$ cat src/rtl/posit_pkg.sv
// ============================================================================
// Module   : posit_pkg
// Purpose  : Shared posit widths, the NaR pattern and the unpacked-operand
//            struct used by the decoder, multiplier and encoder.
// Revision : 1.0 - initial release
// ============================================================================
`default_nettype none

package posit_pkg;

  // Default system format.
  localparam int POSIT_N  = 16;
  localparam int POSIT_ES = 3;

  // Signed scale width: regime k needs $clog2(n)+1 bits, then ES bits of e.
  function automatic int scale_width(input int n, input int es);
    return $clog2(n) + es + 1;
  endfunction

  // Mantissa width including the hidden bit.
  function automatic int mant_width(input int n, input int es);
    return n - es - 2;
  endfunction

  localparam int POSIT_SCALE_W = scale_width(POSIT_N, POSIT_ES);
  localparam int POSIT_MANT_W  = mant_width(POSIT_N, POSIT_ES);

  // NaR is the sign bit alone.
  localparam logic [POSIT_N-1:0] NAR_PATTERN = {1'b1, {(POSIT_N-1){1'b0}}};

  typedef struct packed {
    logic                            sign;
    logic                            zero;
    logic                            nar;
    logic signed [POSIT_SCALE_W-1:0] scale;
    logic [POSIT_MANT_W-1:0]         mant;
  } posit_unpacked_t;

endpackage

`default_nettype wire

$ cat src/rtl/posit_lzc.sv
// ============================================================================
// Module   : posit_lzc
// Purpose  : Counts the run of bits identical to the MSB, starting at the MSB.
//            The run may extend all the way to bit 0.
// Revision : 1.0 - initial release
// ============================================================================
`default_nettype none

module posit_lzc #(
  parameter int W  = 15,
  parameter int CW = $clog2(W + 1)
) (
  input  logic [W-1:0]  bits,
  output logic [CW-1:0] run
);

  logic stop;

  // Walk down from the MSB until the first bit that differs.
  always_comb begin
    run  = CW'(1);
    stop = 1'b0;
    for (int i = W - 2; i >= 0; i--) begin
      if (!stop) begin
        if (bits[i] == bits[W-1]) begin
          run = run + CW'(1);
        end else begin
          stop = 1'b1;
        end
      end
    end
  end

endmodule

`default_nettype wire

$ cat src/rtl/posit_decode_pipe.sv
// ============================================================================
// Module   : posit_decode_pipe
// Purpose  : Two-stage posit field extractor with valid/ready handshake.
//            Stage 1: specials, absolute value, regime run and k.
//            Stage 2: regime strip, exponent/fraction split, scale and mant.
//            Optional macro POSIT_DECODE_STATS_EN adds a saturating NaR
//            output-transfer counter (nar_count) with a clear (stats_clr).
// Revision : 1.0 - initial release
// ============================================================================
`default_nettype none

module posit_decode_pipe
  import posit_pkg::*;
#(
  parameter int N       = 16,
  parameter int ES      = 3,
  parameter int SCALE_W = scale_width(N, ES),
  parameter int MANT_W  = mant_width(N, ES)
) (
  input  logic               clk,
  input  logic               rst,
  input  logic               in_valid,
  output logic               in_ready,
  input  logic [N-1:0]       in_posit,
  output logic               out_valid,
  input  logic               out_ready,
  output logic               out_sign,
  output logic               out_zero,
  output logic               out_nar,
  output logic [SCALE_W-1:0] out_scale,
  output logic [MANT_W-1:0]  out_mant
`ifdef POSIT_DECODE_STATS_EN
  ,
  input  logic               stats_clr,
  output logic [15:0]        nar_count
`endif
);

  localparam int RUN_W  = $clog2(N);    // run length 1..N-1
  localparam int K_W    = RUN_W + 1;    // signed regime value
  localparam int TAIL_W = N - 3;        // bits below the two always-consumed ones
  localparam int FRAC_W = MANT_W - 1;

  localparam logic [N-1:0]          NAR_WORD = {1'b1, {(N-1){1'b0}}};
  localparam logic [N-2:0]          ABS_ZERO = '0;
  localparam logic signed [K_W-1:0] K_ONE    = 1;
  localparam logic signed [K_W-1:0] K_ZERO   = 0;
  localparam logic [RUN_W-1:0]      RUN_ONE  = 1;

  logic w_adv1;
  logic w_adv2;

  // Stage 1 combinational
  logic [N-2:0]          w_abs;
  logic [RUN_W-1:0]      w_run;
  logic signed [K_W-1:0] w_run_s;
  logic signed [K_W-1:0] w_k;
  logic                  w_zero;
  logic                  w_nar;

  // Stage 1 registers
  logic                  r_s1_valid;
  logic                  r_s1_sign;
  logic                  r_s1_zero;
  logic                  r_s1_nar;
  logic signed [K_W-1:0] r_s1_k;
  logic [RUN_W-1:0]      r_s1_run;
  logic [TAIL_W-1:0]     r_s1_tail;

  // Stage 2 combinational
  logic [RUN_W-1:0]      w_shift;
  logic [TAIL_W-1:0]     w_rem;
  logic [ES-1:0]         w_e;
  logic [FRAC_W-1:0]     w_frac;
  logic [SCALE_W-1:0]    w_scale;
  logic                  w_special;

  // Handshake: an empty or draining stage always accepts.
  always_comb begin
    w_adv2 = !out_valid || out_ready;
    w_adv1 = !r_s1_valid || w_adv2;
  end

  assign in_ready = w_adv1;

  // Stage 1 datapath: specials, two's-complement magnitude and regime value.
  always_comb begin
    w_zero  = (in_posit == '0);
    w_nar   = (in_posit == NAR_WORD);
    w_abs   = in_posit[N-1] ? (ABS_ZERO - in_posit[N-2:0]) : in_posit[N-2:0];
    w_run_s = $signed({1'b0, w_run});
    w_k     = w_abs[N-2] ? (w_run_s - K_ONE) : (K_ZERO - w_run_s);
  end

  posit_lzc #(
    .W  (N - 1),
    .CW (RUN_W)
  ) u_lzc (
    .bits (w_abs),
    .run  (w_run)
  );

  // Stage 1 register: holds while stage 2 is stalled and this stage is full.
  always_ff @(posedge clk) begin
    if (rst) begin
      r_s1_valid <= 1'b0;
      r_s1_sign  <= 1'b0;
      r_s1_zero  <= 1'b0;
      r_s1_nar   <= 1'b0;
      r_s1_k     <= '0;
      r_s1_run   <= '0;
      r_s1_tail  <= '0;
    end else if (w_adv1) begin
      r_s1_valid <= in_valid;
      if (in_valid) begin
        r_s1_sign <= in_posit[N-1];
        r_s1_zero <= w_zero;
        r_s1_nar  <= w_nar;
        r_s1_k    <= w_k;
        r_s1_run  <= w_run;
        r_s1_tail <= w_abs[TAIL_W-1:0];
      end
    end
  end

  // Stage 2 datapath. The top two magnitude bits always belong to the regime
  // or its terminator, so stripping m+1 bits equals shifting the tail by m-1.
  // A run reaching bit 0 shifts everything out, leaving e and fraction zero.
  always_comb begin
    w_shift   = r_s1_run - RUN_ONE;
    w_rem     = r_s1_tail << w_shift;
    w_e       = w_rem[TAIL_W-1 -: ES];
    w_frac    = w_rem[FRAC_W-1:0];
    // k <<< ES plus an unsigned e below 2^ES is exactly the concatenation.
    w_scale   = {r_s1_k, w_e};
    w_special = r_s1_zero || r_s1_nar;
  end

  // Output register: frozen while the consumer stalls.
  always_ff @(posedge clk) begin
    if (rst) begin
      out_valid <= 1'b0;
      out_sign  <= 1'b0;
      out_zero  <= 1'b0;
      out_nar   <= 1'b0;
      out_scale <= '0;
      out_mant  <= '0;
    end else if (w_adv2) begin
      out_valid <= r_s1_valid;
      if (r_s1_valid) begin
        out_sign  <= r_s1_sign;
        out_zero  <= r_s1_zero;
        out_nar   <= r_s1_nar;
        out_scale <= w_special ? '0 : w_scale;
        out_mant  <= w_special ? '0 : {1'b1, w_frac};
      end
    end
  end

`ifdef POSIT_DECODE_STATS_EN
  logic [15:0] r_nar_count;

  // Saturating count of NaR operands handed to the consumer; clear wins.
  always_ff @(posedge clk) begin
    if (rst || stats_clr) begin
      r_nar_count <= '0;
    end else if (out_valid && out_ready && out_nar && (r_nar_count != 16'hFFFF)) begin
      r_nar_count <= r_nar_count + 16'd1;
    end
  end

  assign nar_count = r_nar_count;
`endif

endmodule

`default_nettype wire

$ cat config.mk
export PLATFORM = sky130hd
export DESIGN_NAME = posit_decode_pipe
export DESIGN_NICKNAME = d
export VERILOG_FILES = /design/src/rtl/posit_pkg.sv /design/src/rtl/posit_lzc.sv /design/src/rtl/posit_decode_pipe.sv
export SDC_FILE = /design/constraint.sdc
export NUM_CORES = 1
export LEC_CHECK = 0
export BUFFER_PORTS_ARGS = -buffer_cell sky130_fd_sc_hd__buf_4
export CAP_MARGIN = 10
export CORE_MARGIN = 2
export CORE_UTILIZATION = 60
export CTS_BUF_LIST = sky130_fd_sc_hd__clkbuf_16
export CTS_CLUSTER_DIAMETER = 60
export DETAILED_ROUTE_END_ITERATION = 12
export GPL_TIMING_DRIVEN = 0
export MAX_ROUTING_LAYER = met4
export PLACE_DENSITY_LB_ADDON = 0.2
export SLEW_MARGIN = 40
export SYNTH_ARGS = -nofsm -noshare
export SYNTH_HDL_FRONTEND = slang
export SYNTH_HIERARCHICAL = 1
export SYNTH_SLANG_ARGS = --single-unit
$ cat constraint.sdc
create_clock -name clk -period 8.9 [get_ports clk]
set_input_delay 0.89 -clock clk [delete_from_list [all_inputs] [get_ports clk]]
set_output_delay 0.89 -clock clk [all_outputs]
set_load 0.02 [all_outputs]
======== Word-level counts from Yosys, hierarchy flattened ========
Index checks and enable logic that the tools add are counted.
word-level totals
  output and inout port bits .............. 24
  bits in read-only memories .............. 0
  memories ................................ 0
  input port bits ......................... 20
  word-level logic and storage cells ...... 110
  memory bits (writable) .................. 0
  latch bits .............................. 0
  bits in registers ....................... 49
cells by class
  shift operators ......................... 1
  divide/modulo/power cells ............... 0
  $mul .................................... 0
  add/sub/neg operators ................... 17
  mux-type cells .......................... 56
  reduce and logical (&&, ||, !) cells .... 8
  magnitude comparators ................... 0
  eq/ne operators ......................... 15
  bitwise logic cells ..................... 0
operators by type and width
  operator                 count
  $mux W4                  26
  $add A4 B1 Y4 const B    13
  $mux W1                  25
  $eq A16 B16 Y1 const B   1
  $logic_not A16 Y1        1
  $mux W15                 1
  $sub A1 B15 Y15 const A  1
  $eq A1 B1 Y1             14
  $shl A13 B4 Y13          1
  $mux W11                 1
  $mux W8                  1
  $mux W5                  1
  $sub A1 B4 Y5 const A    1
  $sub A4 B1 Y5 const B    1
  $reduce_and A2 Y1        2
  $sub A4 B1 Y4 const B    1
  $logic_or A1 B1 Y1       3
  $logic_not A1 Y1         2
  $mux W2                  1

======== Logic depth before layout (Yosys ltp) ========
  word-level depth ........................ 45
  depth in mapped cells ................... 38
  mapped depth without buffers ............ 35

======== Hierarchy ========
Netlist, hierarchy kept.
by module, submodules not included
  module             seq. area each (um^2)  times used  area each (um^2)  cells each
  posit_decode_pipe  980.9                  1           2803.9            305
  posit_lzc          0.0                    1           1084.8            154

======== Worst setup path before layout ========
No wires, ideal clock.
  path type ............................... input -> register
  from .................................... in in_posit[4]
  to ...................................... reg r_s1_k[2]
  setup slack ............................. 1258 ps
  required time ........................... 8760 ps
  buffers on the path ..................... 4
  arrival ................................. 7502 ps
  stages on the path ...................... 35
  setup time .............................. 140 ps
  path through ............................ or4_4 > buf_6 > o41a_1 > o21a_4 > inv_1 > buf_6 > buf_2 > buf_2 > xor2_1 > a211oi_1 > and2_1 > ha_1 > nor4_1 > a31oi_1 > a211oi_1 > a21o_1 > ha_1 > o21ai_0 > o32ai_1 > a21oi_1 > ha_1 > a21oi_1 > a21oi_1 > ha_1 > a221o_1 > ha_1 > nor2b_1 > nor3_1 > a31oi_1 > a211oi_1 > xor2_1 > xor2_1 > nor2_1 > o2111ai_1 > o311ai_4
on the way
  longest elaborated chain between the ends .. 45
  elaborated cells on any way between the ends .. 84
  those cells by class .................... 16 x add/sub; 14 x eq/ne; 54 x mux
RTL lines
  what                                                   line                      text
  from (decl)                                            posit_decode_pipe.sv:24   input logic [N-1:0] in_posit,
  $sub A1 B15 Y15 (*)                                    posit_decode_pipe.sv:90   w_abs = in_posit[N-1] ? (ABS_ZERO - in_posit[N-2:0]) : in_posit[N-2:0];
  $mux W15 (*)                                           posit_decode_pipe.sv:90
  net w_abs[14]                                          posit_decode_pipe.sv:54   logic [N-2:0] w_abs;
  $eq A1 B1 Y1                                           posit_lzc.sv:25           if (bits[i] == bits[W-1]) begin
  $mux W2                                                posit_lzc.sv:25
  $add A4 B1 Y4                                          posit_lzc.sv:26           run = run + CW'(1);
  $mux W4                                                posit_lzc.sv:25
  $mux W4                                                posit_lzc.sv:24           if (!stop) begin
  [31 not listed]                                        --
  $mux W4                                                posit_lzc.sv:25
  $mux W4                                                posit_lzc.sv:24
  $add A4 B1 Y4                                          posit_lzc.sv:26
  $mux W4                                                posit_lzc.sv:25
  $mux W4 (*)                                            posit_lzc.sv:24
  net w_run[2]                                           posit_decode_pipe.sv:55   logic [RUN_W-1:0] w_run;
  $sub A1 B4 Y5 / $sub A4 B1 Y5 (equally long branches)  posit_decode_pipe.sv:92   w_k = w_abs[N-2] ? (w_run_s - K_ONE) : (K_ZERO - w_run_s);
  $mux W5 (*)                                            posit_decode_pipe.sv:92
  to (signal assigned)                                   posit_decode_pipe.sv:119  r_s1_k <= w_k;
  to (decl)                                              posit_decode_pipe.sv:66   logic signed [K_W-1:0] r_s1_k;
The timed path passes the listed nets; every way through them passes the cells marked *.
A chain may end at the register's enable or synchronous reset.

======== Final worst setup path ========
Ends and elaborated chain as after synthesis.

==> results by group <==
Outcome
  • Status: finished, final reports clean

Critical path
  • Reg-to-reg setup timing slack: just under 6000 ps
  • Critical Path RT: a little over 9000 ps
  • FF-to-FF Start: r_s1_run[0]
  • CP Class: in -> reg
  • CP max stage delay: around 580 ps
  • Crit. End Element: flip-flop
  • Slowest cell on crit path: or4_4
  • CP Launch Type: primary input
  • Data arrival, critical path: ~8500 ps
  • CP Max Fanout: 10
  • R2R cell count: 8
  • Most used cell, CP: ha_1
  • RR Endpoint: out_scale[0]

Routing
  • WL/cell: between 15 and 20 µm
  • Drt initial violations: around 270
  • ANT nets after route: 0
  • Via density per instance: between 6 and 7
  • Initial DRT Pass Iterations: 5
  • Vias: 3827
  • Drt drc: 0
  • Total wire length: roughly 11000 µm

STA
  • RSZ-0062 raised after global routing: false
  • Max Fclk: roughly 120 MHz
  • Slew Limit Fails: 0
  • Relative slew slack: between 40% and 50%
  • Fin crit period: 8287 ps
  • Worst Skew: around 8.4 ps
  • Slew @ Worst Pin: between 800 and 900 ps
  • Final hold vios: 0
  • Setup ws final: approximately 610 ps
  • Period utilization: between 90% and 100%
  • TNS Setup: 0 ps
  • Min Hold Slack: 451.5 ps
  • Final setup viols: 0

Synthesis
  • Post-Syn Area per Cell: ~8.5 µm²
  • Async SR Flop Fraction: 0%
  • Sequential area share after synthesis: around a quarter
  • Top FF cell, synth: dfxtp_1
  • Cell area after synthesis: about 3900 µm²
  • Most frequent cell after synthesis: dfxtp_1
  • Yosys reg bits: between 40 and 50
  • Post-synth top cells: dfxtp_1 (49), nor2_1 (39), nand2_1 (35)
  • Count of cell types in the netlist: 81
  • Post-Syn Nets: slightly below 500
  • Count of yosys warnings during synthesis: 6
  • Post-synth top area share: around a quarter
  • Dominant cells by area after synthesis: dfxtp_1 (25%), mux4_2 (5.8%), xnor2_1 (4.1%)
  • Number of synthesized flops with an enable pin: 0
  • Synthesized instance count: 459
  • Post-synth top area cell: dfxtp_1

Pwr
  • Flop pwr share: between 30 and 40%
  • Switch Pwr: around 0.24 mW
  • Clock power frac: approximately 28%
  • PD cells: around 150 nW/µm²
  • Peak supply drop: around 0.12 mV
  • Leak: ~1.8 nW
  • Internal Power: about 0.44 mW
  • Gate power share: a little over a third
  • Net Sw Frac: between 30% and 40%
  • Final Total Pwr: ~0.68 mW

Clock tree
  • Clk sinks: between 40 and 50
  • Worst-Skew Late Latency: 290 ps
  • H-tree levels: 2
  • Clk slew on worst S/H paths: about 70 ps
  • Cts hold-fix bufs: 0
  • CTS buffer count: 5
  • CTS root buf: clkbuf_16
  • CTS tree: done
  • Max Root-Sink Buffers: 2

Placed design
  • Setup WS pre-CTS: approximately 150 ps
  • Post-Place Cell Area: approximately 4300 µm²
  • Post-DP HPWL: just under 8000 µm
  • Gpl congestion: around 0.92
  • Port bufs: 43
  • Placed cells: 579

GRT
  • Largest net degree at the start of global routing: 17
  • Global-route wire length before repair: between 15000 and 20000 µm
  • Global route overflow: 0
  • Initial antenna violation count: 0
  • Overall routing resource usage: 31.15%
  • Vias in the first global route: 3653

Worst hold path
  • Hold Path Origin: out_mant[5]
  • End of the worst hold path: out_mant[5]
  • Hold WC Path Type: reg -> reg
  • Hold path depth: 2

Layout
  • Fin area: ~4500 µm²
  • Final cell count without fillers: 588
  • # nets final: 540
  • Utilization after layout: between 70% and 80%
  • Antenna diodes: 0
  • Syn-to-layout area delta: 15.60%
  • Share of layout cells above drive strength 1: a little over a fifth

Floorplanning
  • Core box area: around 6300 µm²
  • Die width: ~85 µm
  • # rows: 29
  • Initial Util: 61.59%
  • Die ar.: ~7100 µm²
  • Height of the die: around 85 µm
  • I/O pins: 44

Run
  • Max_cap viols: 0
[kinds of logic after synthesis]
logic type | after synthesis | share of synthesized area, %
adder cells (fa/ha/maj) | 10 | 3.218
XOR/XNOR | 28 | 7.046
AO/OA/AOI/OAI | 122 | 23.94
multiplexers | 25 | 9.910
buffers and inverters | 52 | 5.792
flip-flops | 49 | 25.23
AND/OR/NAND/NOR | 173 | 24.87
[critical path: cells and delay by family]
kind | cells | cell delay (ps)
AO/OA/AOI/OAI | 16 | 3290
adder cells (fa/ha/maj) | 5 | 1310
AND/OR/NAND/NOR | 6 | 1250
buffers and inverters | 6 | 1000
XOR/XNOR | 3 | 680
[state kept, by name, indices dropped and copies added, names as in the netlist]
signal,flops
out_mant,11
out_nar,1
r_s1_run,4
out_sign,1
out_valid,1
r_s1_k,5
r_s1_nar,1
r_s1_sign,1
r_s1_valid,1
out_zero,1
r_s1_zero,1
out_scale,8
r_s1_tail,13
[worst max path at each step]
stage | start | endpoint | slack (ps) | cells past startpoint
3_3_place_gp | in_posit[4] | r_s1_k[2] | 340 | 36
4_1_cts | in_posit[4] | r_s1_k[2] | 420 | 36
2_1_floorplan | in_posit[4] | r_s1_k[2] | 1260 | 35
3_5_place_dp | in_posit[4] | r_s1_k[2] | 150 | 36
6_report | in_posit[4] | r_s1_k[2] | 610 | 36
5_1_grt | in_posit[4] | r_s1_k[2] | 10 | 36
[layout by cell type, fill, tap and decap left out, types with 4 or more instances in the layout]
| cell type | Yosys | layout |
|---|---|---|
| a21oi_1 | 27 | 27 |
| mux2_2 | 8 | 8 |
| o211ai_1 | 4 | 4 |
| xor2_1 | 8 | 8 |
| buf_4 | 0 | 44 |
| ha_1 | 10 | 10 |
| nand2b_1 | 16 | 16 |
| and2_1 | 6 | 6 |
| o21a_1 | 11 | 11 |
| buf_2 | 6 | 5 |
| a22oi_1 | 7 | 7 |
| nand3_1 | 12 | 12 |
| inv_1 | 19 | 19 |
| mux2i_1 | 7 | 7 |
| a32oi_1 | 10 | 10 |
| or3_1 | 7 | 7 |
| clkbuf_1 | 21 | 21 |
| o31ai_1 | 6 | 6 |
| a211oi_2 | 1 | 4 |
| mux4_2 | 10 | 10 |
| xnor2_1 | 18 | 18 |
| dfxtp_1 | 49 | 49 |
| o211a_1 | 4 | 4 |
| nand2_1 | 35 | 35 |
| nor3_1 | 13 | 13 |
| nor2_1 | 39 | 39 |
| o21ai_0 | 10 | 10 |
| clkbuf_16 | 0 | 5 |
| nor2b_1 | 8 | 8 |
| o2111ai_1 | 5 | 5 |
[cell type report]
class | instances | area [µm²]
Inverter | 21 | 78.83
Buffer | 31 | 148.9
Tap cell | 77 | 96.34
Fill cell | 523 | 1818
Multi-Input combinational cell | 358 | 2713
Timing Repair Buffer | 44 | 330.3
Sequential cell | 49 | 980.9
Clock buffer | 5 | 125.1
Clock inverter | 3 | 22.52
[power by group through the flow]
stage / clock network (mW) / registers, mW / logic, mW
after global placement: 0 / 0.246 / 0.229
final: 0.191 / 0.243 / 0.248
after floorplan: 0 / 0.247 / 0.179
after detailed placement: 0 / 0.247 / 0.237
after CTS: 0.191 / 0.242 / 0.240
after global routing: 0.199 / 0.244 / 0.271
[routing by layer]
layer,wire length (µm),global-route usage [%]
met1,4635,42.50
met4,162,8.225
met5,0,-
met2,4955,47.60
met3,865,6.096
[repair_timing]
action	CTS	global route
setup buffers	0	1
gates resized for setup	0	5
endpoints found under the hold margin	0	0
endpoints found under the setup margin	0	4
No activity file was read; power rests on OpenSTA's default activity.
